`config.mk`:
```
export PLATFORM = sky130hd
export DESIGN_NAME = param_updown_counter
export DESIGN_NICKNAME = d
export VERILOG_FILES = /design/src/rtl/param_updown_counter.sv
export SDC_FILE = /design/constraint.sdc
export NUM_CORES = 1
export LEC_CHECK = 0
export ABC_AREA = 1
export BUFFER_PORTS_ARGS = -buffer_cell sky130_fd_sc_hd__buf_2
export CAP_MARGIN = 20
export CELL_PAD_IN_SITES_DETAIL_PLACEMENT = 0
export CELL_PAD_IN_SITES_GLOBAL_PLACEMENT = 2
export CORE_MARGIN = 2
export CORE_UTILIZATION = 24
export DETAILED_ROUTE_END_ITERATION = 10
export PLACE_DENSITY = 0.75
export SKIP_CTS_REPAIR_TIMING = 1
export SYNTH_ARGS = -nofsm -noshare
export SYNTH_HDL_FRONTEND = slang
export SYNTH_SLANG_ARGS = --single-unit
```
`constraint.sdc`:
```
create_clock -name clk -period 1.8 [get_ports clk]
set_input_delay 0.18 -clock clk [delete_from_list [all_inputs] [get_ports clk]]
set_output_delay 0.18 -clock clk [all_outputs]
set_load 0.05 [all_outputs]
```
`src/rtl/param_updown_counter.sv`:
```
`default_nettype none
// ============================================================================
//  Module      : param_updown_counter
//  Description : Parametrised up/down counter with modulus, wrap or saturate
//                boundary handling, enable prescaler, synchronous clear/load
//                and a registered terminal-count pulse.
//  Revision    : 1.0  initial release
// ----------------------------------------------------------------------------
//  Parameters
//    WIDTH     counter width in bits (2..32)
//    MAX_VAL   highest count value (1..2**WIDTH-1); count range 0..MAX_VAL
//    SATURATE  0 = wrap at the boundaries, 1 = hold at the boundaries
//    PRESCALE  enabled cycles per count step (1..256)
//  Ports
//    clk       rising-edge clock
//    reset     asynchronous active-low reset
//    clr       synchronous clear (highest priority)
//    load      synchronous load of cnt_in, clamped to MAX_VAL
//    enb       count enable, feeds the prescaler
//    up_dn     direction: 1 = up, 0 = down
//    cnt_in    load value
//    cnt_out   registered count
//    at_max    combinational, cnt_out == MAX_VAL
//    at_min    combinational, cnt_out == 0
//    tc_pulse  one-cycle pulse following a boundary step
// ============================================================================
module param_updown_counter #(
    parameter int     WIDTH    = 8,
    parameter longint MAX_VAL  = 255,
    parameter int     SATURATE = 0,
    parameter int     PRESCALE = 1
) (
    input  logic             clk,
    input  logic             reset,
    input  logic             clr,
    input  logic             load,
    input  logic             enb,
    input  logic             up_dn,
    input  logic [WIDTH-1:0] cnt_in,
    output logic [WIDTH-1:0] cnt_out,
    output logic             at_max,
    output logic             at_min,
    output logic             tc_pulse
);

    // All boundary arithmetic runs one bit wider than the counter so that a
    // modulus of 2**WIDTH-1 produces a visible carry instead of aliasing.
    localparam logic [WIDTH:0]   c_MAX_EXT = (WIDTH+1)'(MAX_VAL);
    localparam logic [WIDTH:0]   c_ONE_EXT = (WIDTH+1)'(1);
    localparam logic [WIDTH-1:0] c_MAX     = c_MAX_EXT[WIDTH-1:0];

    logic [WIDTH-1:0] r_cnt;
    logic             r_tc;

    logic             w_pre_last;
    logic             w_step;

    logic [WIDTH:0]   w_cnt_ext;
    logic [WIDTH:0]   w_cnt_inc;
    logic [WIDTH:0]   w_cnt_dec;
    logic [WIDTH:0]   w_in_ext;

    logic             w_up_bound;
    logic             w_dn_bound;

    logic [WIDTH-1:0] w_up_wrap;
    logic [WIDTH-1:0] w_dn_wrap;
    logic [WIDTH-1:0] w_up_val;
    logic [WIDTH-1:0] w_dn_val;
    logic [WIDTH-1:0] w_load_val;

    // ------------------------------------------------------------------------
    // Prescaler: w_pre_last marks the enabled cycle on which a step fires.
    // Clear and load discard partial progress; enb low simply freezes it.
    // ------------------------------------------------------------------------
    generate
        if (PRESCALE > 1) begin : g_prescale
            localparam int                 c_PRE_W    = $clog2(PRESCALE);
            localparam logic [c_PRE_W-1:0] c_PRE_LAST = c_PRE_W'(PRESCALE - 1);

            logic [c_PRE_W-1:0] r_pre_cnt;

            always_ff @(posedge clk or negedge reset) begin
                if (!reset) begin
                    r_pre_cnt <= '0;
                end else if (clr || load) begin
                    r_pre_cnt <= '0;
                end else if (enb) begin
                    if (r_pre_cnt == c_PRE_LAST) begin
                        r_pre_cnt <= '0;
                    end else begin
                        r_pre_cnt <= r_pre_cnt + c_PRE_W'(1);
                    end
                end
            end

            assign w_pre_last = (r_pre_cnt == c_PRE_LAST);
        end else begin : g_no_prescale
            // Every enabled edge is a step.
            assign w_pre_last = 1'b1;
        end
    endgenerate

    assign w_step = enb & w_pre_last;

    // ------------------------------------------------------------------------
    // Boundary values: what the count becomes when a step crosses an end.
    // ------------------------------------------------------------------------
    generate
        if (SATURATE != 0) begin : g_saturate
            assign w_up_wrap = c_MAX;
            assign w_dn_wrap = '0;
        end else begin : g_wrap
            assign w_up_wrap = '0;
            assign w_dn_wrap = c_MAX;
        end
    endgenerate

    // ------------------------------------------------------------------------
    // Next-count arithmetic. The up boundary is detected as the widened
    // increment exceeding MAX_VAL; the down boundary is the borrow out of
    // the widened decrement (only possible from zero).
    // ------------------------------------------------------------------------
    assign w_cnt_ext  = {1'b0, r_cnt};
    assign w_cnt_inc  = w_cnt_ext + c_ONE_EXT;
    assign w_cnt_dec  = w_cnt_ext - c_ONE_EXT;

    assign w_up_bound = (w_cnt_inc > c_MAX_EXT);
    assign w_dn_bound = w_cnt_dec[WIDTH];

    assign w_up_val   = w_up_bound ? w_up_wrap : w_cnt_inc[WIDTH-1:0];
    assign w_dn_val   = w_dn_bound ? w_dn_wrap : w_cnt_dec[WIDTH-1:0];

    // Loads above the modulus are clamped so the count never leaves range.
    assign w_in_ext   = {1'b0, cnt_in};
    assign w_load_val = (w_in_ext > c_MAX_EXT) ? c_MAX : cnt_in;

    // ------------------------------------------------------------------------
    // Count and terminal-count registers. Priority: clr > load > step.
    // tc is rewritten on every edge so it can never stretch past one cycle.
    // ------------------------------------------------------------------------
    always_ff @(posedge clk or negedge reset) begin
        if (!reset) begin
            r_cnt <= '0;
            r_tc  <= 1'b0;
        end else if (clr) begin
            r_cnt <= '0;
            r_tc  <= 1'b0;
        end else if (load) begin
            r_cnt <= w_load_val;
            r_tc  <= 1'b0;
        end else if (w_step) begin
            if (up_dn) begin
                r_cnt <= w_up_val;
                r_tc  <= w_up_bound;
            end else begin
                r_cnt <= w_dn_val;
                r_tc  <= w_dn_bound;
            end
        end else begin
            r_tc  <= 1'b0;
        end
    end

    assign cnt_out  = r_cnt;
    assign tc_pulse = r_tc;
    assign at_max   = (r_cnt == c_MAX);
    assign at_min   = (r_cnt == '0);

endmodule
`default_nettype wire

```
======== Yosys cells after proc, flatten, opt, wreduce, memory -nomap -nowiden ========
Index checks and enable logic that the tools add are counted.
word-level totals
  register bits ........................... 9
  input bits .............................. 14
  output and inout bits ................... 11
  logic and storage cells ................. 20
cells by class
  add/sub/neg operators ................... 2
  $lt $le $gt $ge ......................... 2
  equality and inequality tests ........... 1
  multiplexer cells ....................... 11
  reduce and logical (&&, ||, !) cells .... 2
operator list
  cell                                                 number
  2-to-1 mux 8 bit                                     7
  adder 8 x 1 -> 9 bit (second input constant)         1
  > comparator 9 x 8 -> 1 bit (second input constant)  1
  subtractor 8 x 1 -> 9 bit (second input constant)    1
  == test 8 bit (second input constant)                1
  > comparator 8 bit (second input constant)           1
  zero test 8 bit                                      1
  2-to-1 mux 1 bit                                     4
  nonzero test 3 bit                                   1

======== Logic depth before layout (Yosys ltp) ========
  word-level depth ........................ 7
  depth in mapped cells ................... 14
  depth with buffers taken out ............ 14

======== Worst setup path before layout ========
OpenSTA, ideal clock, no wires.
  kind .................................... flip-flop to flip-flop
  start ................................... reg r_cnt[0], in the netlist cnt_out[0]
  end ..................................... reg r_cnt[0], in the netlist cnt_out[0]
  setup time .............................. 0.118 ns
  arrival ................................. 1.993 ns
  required time ........................... 1.682 ns
  slack ................................... -0.311 ns
  stages on the path, launching flop included .. 14
  path buffers ............................ 0
  clock period less this slack ............ 2.111 ns
  cell sequence ........................... dfrtp_1 > inv_1 > ha_1 > nand2_1 > nor2_1 > nand3_1 > nor2_2 > nand2_2 > nand2_2 > nand2_4 > nand2_1 > nand2_1 > nand2_1 > nand2_1
on the way
  cells in the longest elaborated chain, start to end .. 7
  elaborated cells between the ends (all ways) .. 9
  classes of those cells .................. 2 x add/sub; 1 x order compare; 6 x mux
RTL lines
  item                         RTL line  RTL
  start, declared              52        logic [WIDTH-1:0] r_cnt;
  start signal, assigned       150       r_cnt <= w_load_val;
  start signal, assigned       154       r_cnt <= w_up_val;
  start signal, assigned       157       r_cnt <= w_dn_val;
  adder 8 x 1 -> 9 bit         125       assign w_cnt_inc = w_cnt_ext + c_ONE_EXT;
  > comparator 9 x 8 -> 1 bit  128       assign w_up_bound = (w_cnt_inc > c_MAX_EXT);
  2-to-1 mux 8 bit             131       assign w_up_val = w_up_bound ? w_up_wrap : w_cnt_inc[WIDTH-1:0];
  2-to-1 mux 8 bit *           153       if (up_dn) begin
  2-to-1 mux 8 bit *           152       end else if (w_step) begin
  2-to-1 mux 8 bit *           149       end else if (load) begin
  2-to-1 mux 8 bit *           146       end else if (clr) begin
Every way passes the cells marked *; elsewhere a longest branch is shown, timed or not. The select of a mux whose other input is x is not followed.
A chain may end at the register's enable or synchronous reset.

======== Worst setup path after layout ========
  start ................................... reg r_cnt[0], in the netlist cnt_out[0]
  end ..................................... reg r_cnt[3], in the netlist cnt_out[3]
The elaborated chain is that of the path after synthesis.

==> results.py <==
metrics = {
    "worst_setup_path": {
        "worst_path_max_delay_cell": "dfrtp_2",
        "arrival_ps": 1910,
        "crit_path_frequent_cell": "nand2_1",
        "crit_type": "reg -> reg",
        "cp_max_fo": 7,
        "required_ps": 1970,
        "r2r-start": "cnt_out[0]$_DFFE_PN0P_",
        "worstPathCellList": "inv_4 > ha_1 > nand2_1 > nor2_2 > nor2_2 > buf_4 > a31oi_1 > nand2_1 > nand2_1 > nand2_1 > nand2_1",
        "end_kind": "flip-flop",
        "start_kind": "flip-flop",
        "startpoint": "cnt_out[0]$_DFFE_PN0P_",
        "max_stage_delay_ps": 460,
    },
    "sta": {
        "worst_slew_pin_slew_ps": 470.2,
        "hold_violations": 0,
        "slew_headroom": 0.6862,
        "setup_violations": 0,
        "slew_violations": 0,
        "fmax_mhz": 577.7,
        "fin_tns_setup_ps": 0,
        "finalCritPeriodShare": 0.9616,
        "period_minus_slack_ps": 1731,
        "setup_ws_ps": 69.11,
        "finClkSkew_ps": 2.301,
        "rsz0062_at_grt": "true",
    },
    "detailed_routing": {
        "drt_iter0_drc": 68,
        "firstDrtPassIters": 6,
        "totalWireLength_um": 3034,
        "vias_per_cell": 4.490,
        "wl_per_cell_um": 11.54,
        "drc_errors": 0,
        "drtAntennaViolNets": 0,
        "vias": 1181,
    },
    "synthesis": {
        "syn-num-nets": 193,
        "synthCells": 174,
        "avgSynthCellArea_um2": 5.861,
        "ys_ff_latch": 9,
        "synth_cell_type_count": 26,
        "synth.cell_area_um2": 1020,
        "ys_seq_area_frac": 0.2209,
        "yosys_warnings": 0,
    },
    "clock_network": {
        "clock_path_buffers": 2,
        "clock_latency_ps": 240,
        "numCtsBuffers": 3,
        "htree_levels": 1,
        "cts_num_sinks": 9,
        "path_clk_slew_ps": 50,
        "clockRootBuffer": "clkbuf_8",
        "cts_tree": "yes",
    },
    "pwr": {
        "p_total_w": 0.0009292,
        "power.density_nw_per_um2": 672.7,
        "power.leakage_nw": 0.7725,
        "irDropWorstVdd_mv": 0.3322,
    },
    "die": {
        "dieArea_um2": 4787,
        "coreArea_um2": 4058,
        "die_h_um": 69.19,
        "io_pins": 25,
        "row_count": 23,
        "start_util": 0.2513,
        "chipWidth_um": 69.19,
    },
    "finish": {
        "drive_above_1_share": 0.3427,
        "filler_cell_count": 463,
        "post-route-util": 0.3404,
        "antenna_cells": 0,
        "layout.nets": 233,
        "area_delta_synth_final_pct": 35.46,
        "layoutNonFillerInstCount": 263,
    },
    "global_routing": {
        "grt_max_degree": 16,
        "grt_pass1_wl_um": 5306,
        "grt_pass1_vias": 1184,
        "antenna_found_initial": 0,
        "grt_remaining_overflow": 0,
        "track_usage": 0.1348,
    },
    "worst_hold_path": {
        "min_path_type": "in -> reg",
        "min_from": "cnt_in[2]",
    },
    "placement": {
        "dpl.cell_count": 249,
        "post-dp-hpwl_um": 2414,
        "gp_congestion": 0.8435,
        "dp_slack_ps": 24.00,
        "place.port_buffers": 24,
    },
    "status": {
        "status": "finished clean",
    },
    "job": {
        "max_cap_violations": 0,
    },
}
==> synth_stat cells <==
cell,number,area (um^2)
nor2_2,3,18.77
inv_2,2,7.510
o21bai_1,1,7.510
o21ai_1,2,10.01
buf_4,3,22.52
ha_1,5,62.56
nand2_2,5,31.28
nand2_1,64,240.2
dfrtp_1,9,225.2
o21ai_0,3,15.01
nand3b_1,1,7.510
a31oi_1,1,6.260
buf_6,1,11.26
nand3_1,8,40.04
nor3_2,1,10.01
clkbuf_2,1,5.000
a21oi_1,3,15.01
xor2_1,3,26.28
nor2_1,30,112.6
o211ai_1,1,7.510
nand2_4,1,11.26
or2_2,1,6.260
nand3_2,1,10.01
nor2_4,1,11.26
inv_1,18,67.56
nand4_1,5,31.28
==> metrics by stage <==
stage / instance area, um^2 / hold slack, ps
2_1_floorplan: 1039 / -115.6
3_3_place_gp: 1227 / 56.52
6_report: 1381 / 270.4
3_5_place_dp: 1227 / 54.19
5_1_grt: 1381 / 310.0
4_1_cts: 1272 / -194.8
==> kinds of logic (layout without fill, tap and decap cells) <==
logic type,count (synthesis),count (layout),synth area share
and+or+nand+nor,121,121,0.5203
DFF,9,9,0.2209
xor gates and xnor gates,3,3,0.02577
buffers and inverters,25,64,0.1116
adders and majority gates,5,5,0.06135
AOI/OAI and AO/OA,11,11,0.06012
==> registers in the layout, summed over array words and instances (netlist names) <==
signal    flops
tc_pulse      1
cnt_out       8
==> layout by cell type, fill, tap and decap left out, types with 2 or more instances in the layout <==
cell type,instances
o21ai_0,3
nor2_2,7
nand2_2,7
dfrtp_2,4
clkbuf_4,2
nand3_1,8
nand2_1,62
xor2_1,3
nand4_1,5
nor2_1,26
inv_4,2
buf_4,15
dfrtp_1,5
buf_2,22
o21ai_1,2
clkbuf_8,3
inv_1,16
ha_2,3
inv_2,2
a21oi_1,3
==> layout make-up <==
cell class | count | area (um^2) | area share
Clock buffer | 4 | 45.04 | 0.03261
Timing Repair Buffer | 40 | 247.7 | 0.1793
Sequential cell | 9 | 230.2 | 0.1667
Inverter | 20 | 80.08 | 0.05797
Tap cell | 50 | 62.56 | 0.04529
Multi-Input combinational cell | 140 | 715.7 | 0.5181
==> path summary, 6_finish.rpt <==
kind	to	slack [ps]	cells after the start
min	cnt_out[2]$_DFFE_PN0P_	270	5
max reg2reg	cnt_out[3]$_DFFE_PN0P_	70	11
max	cnt_out[3]$_DFFE_PN0P_	70	11
min reg2reg	cnt_out[7]$_DFFE_PN0P_	620	3
min in group asynchronous	cnt_out[4]$_DFFE_PN0P_	330	2
max in group asynchronous	cnt_out[1]$_DFFE_PN0P_	1270	2
==> layer usage <==
metal / vias up / share of wire / track usage
met5: - / 0 / 0
met4: 0 / 0.025 / 0.07190
met3: 8 / 0.041 / 0.01599
met2: 35 / 0.43 / 0.2009
met1: 525 / 0.51 / 0.1893
li1: 613 / - / -
==> worst max-delay path, delay by kind of cell, from the launching register on <==
| family | cells | cell delay [ps] |
|---|---|---|
| adder cells (fa/ha/maj) | 1 | 200 |
| AO/OA/AOI/OAI | 1 | 170 |
| buffers and inverters | 2 | 260 |
| flip-flops | 1 | 460 |
| AND/OR/NAND/NOR | 7 | 580 |
==> where the power goes <==
group          leakage (nW)  internal [W]  switching (W)
clock network        0.0228      0.000155      0.0000904
logic                 0.638      0.000155       0.000267
registers             0.111      0.000223      0.0000387
total                 0.772      0.000533       0.000396
Note: power is estimated with default switching activity, not from simulation.
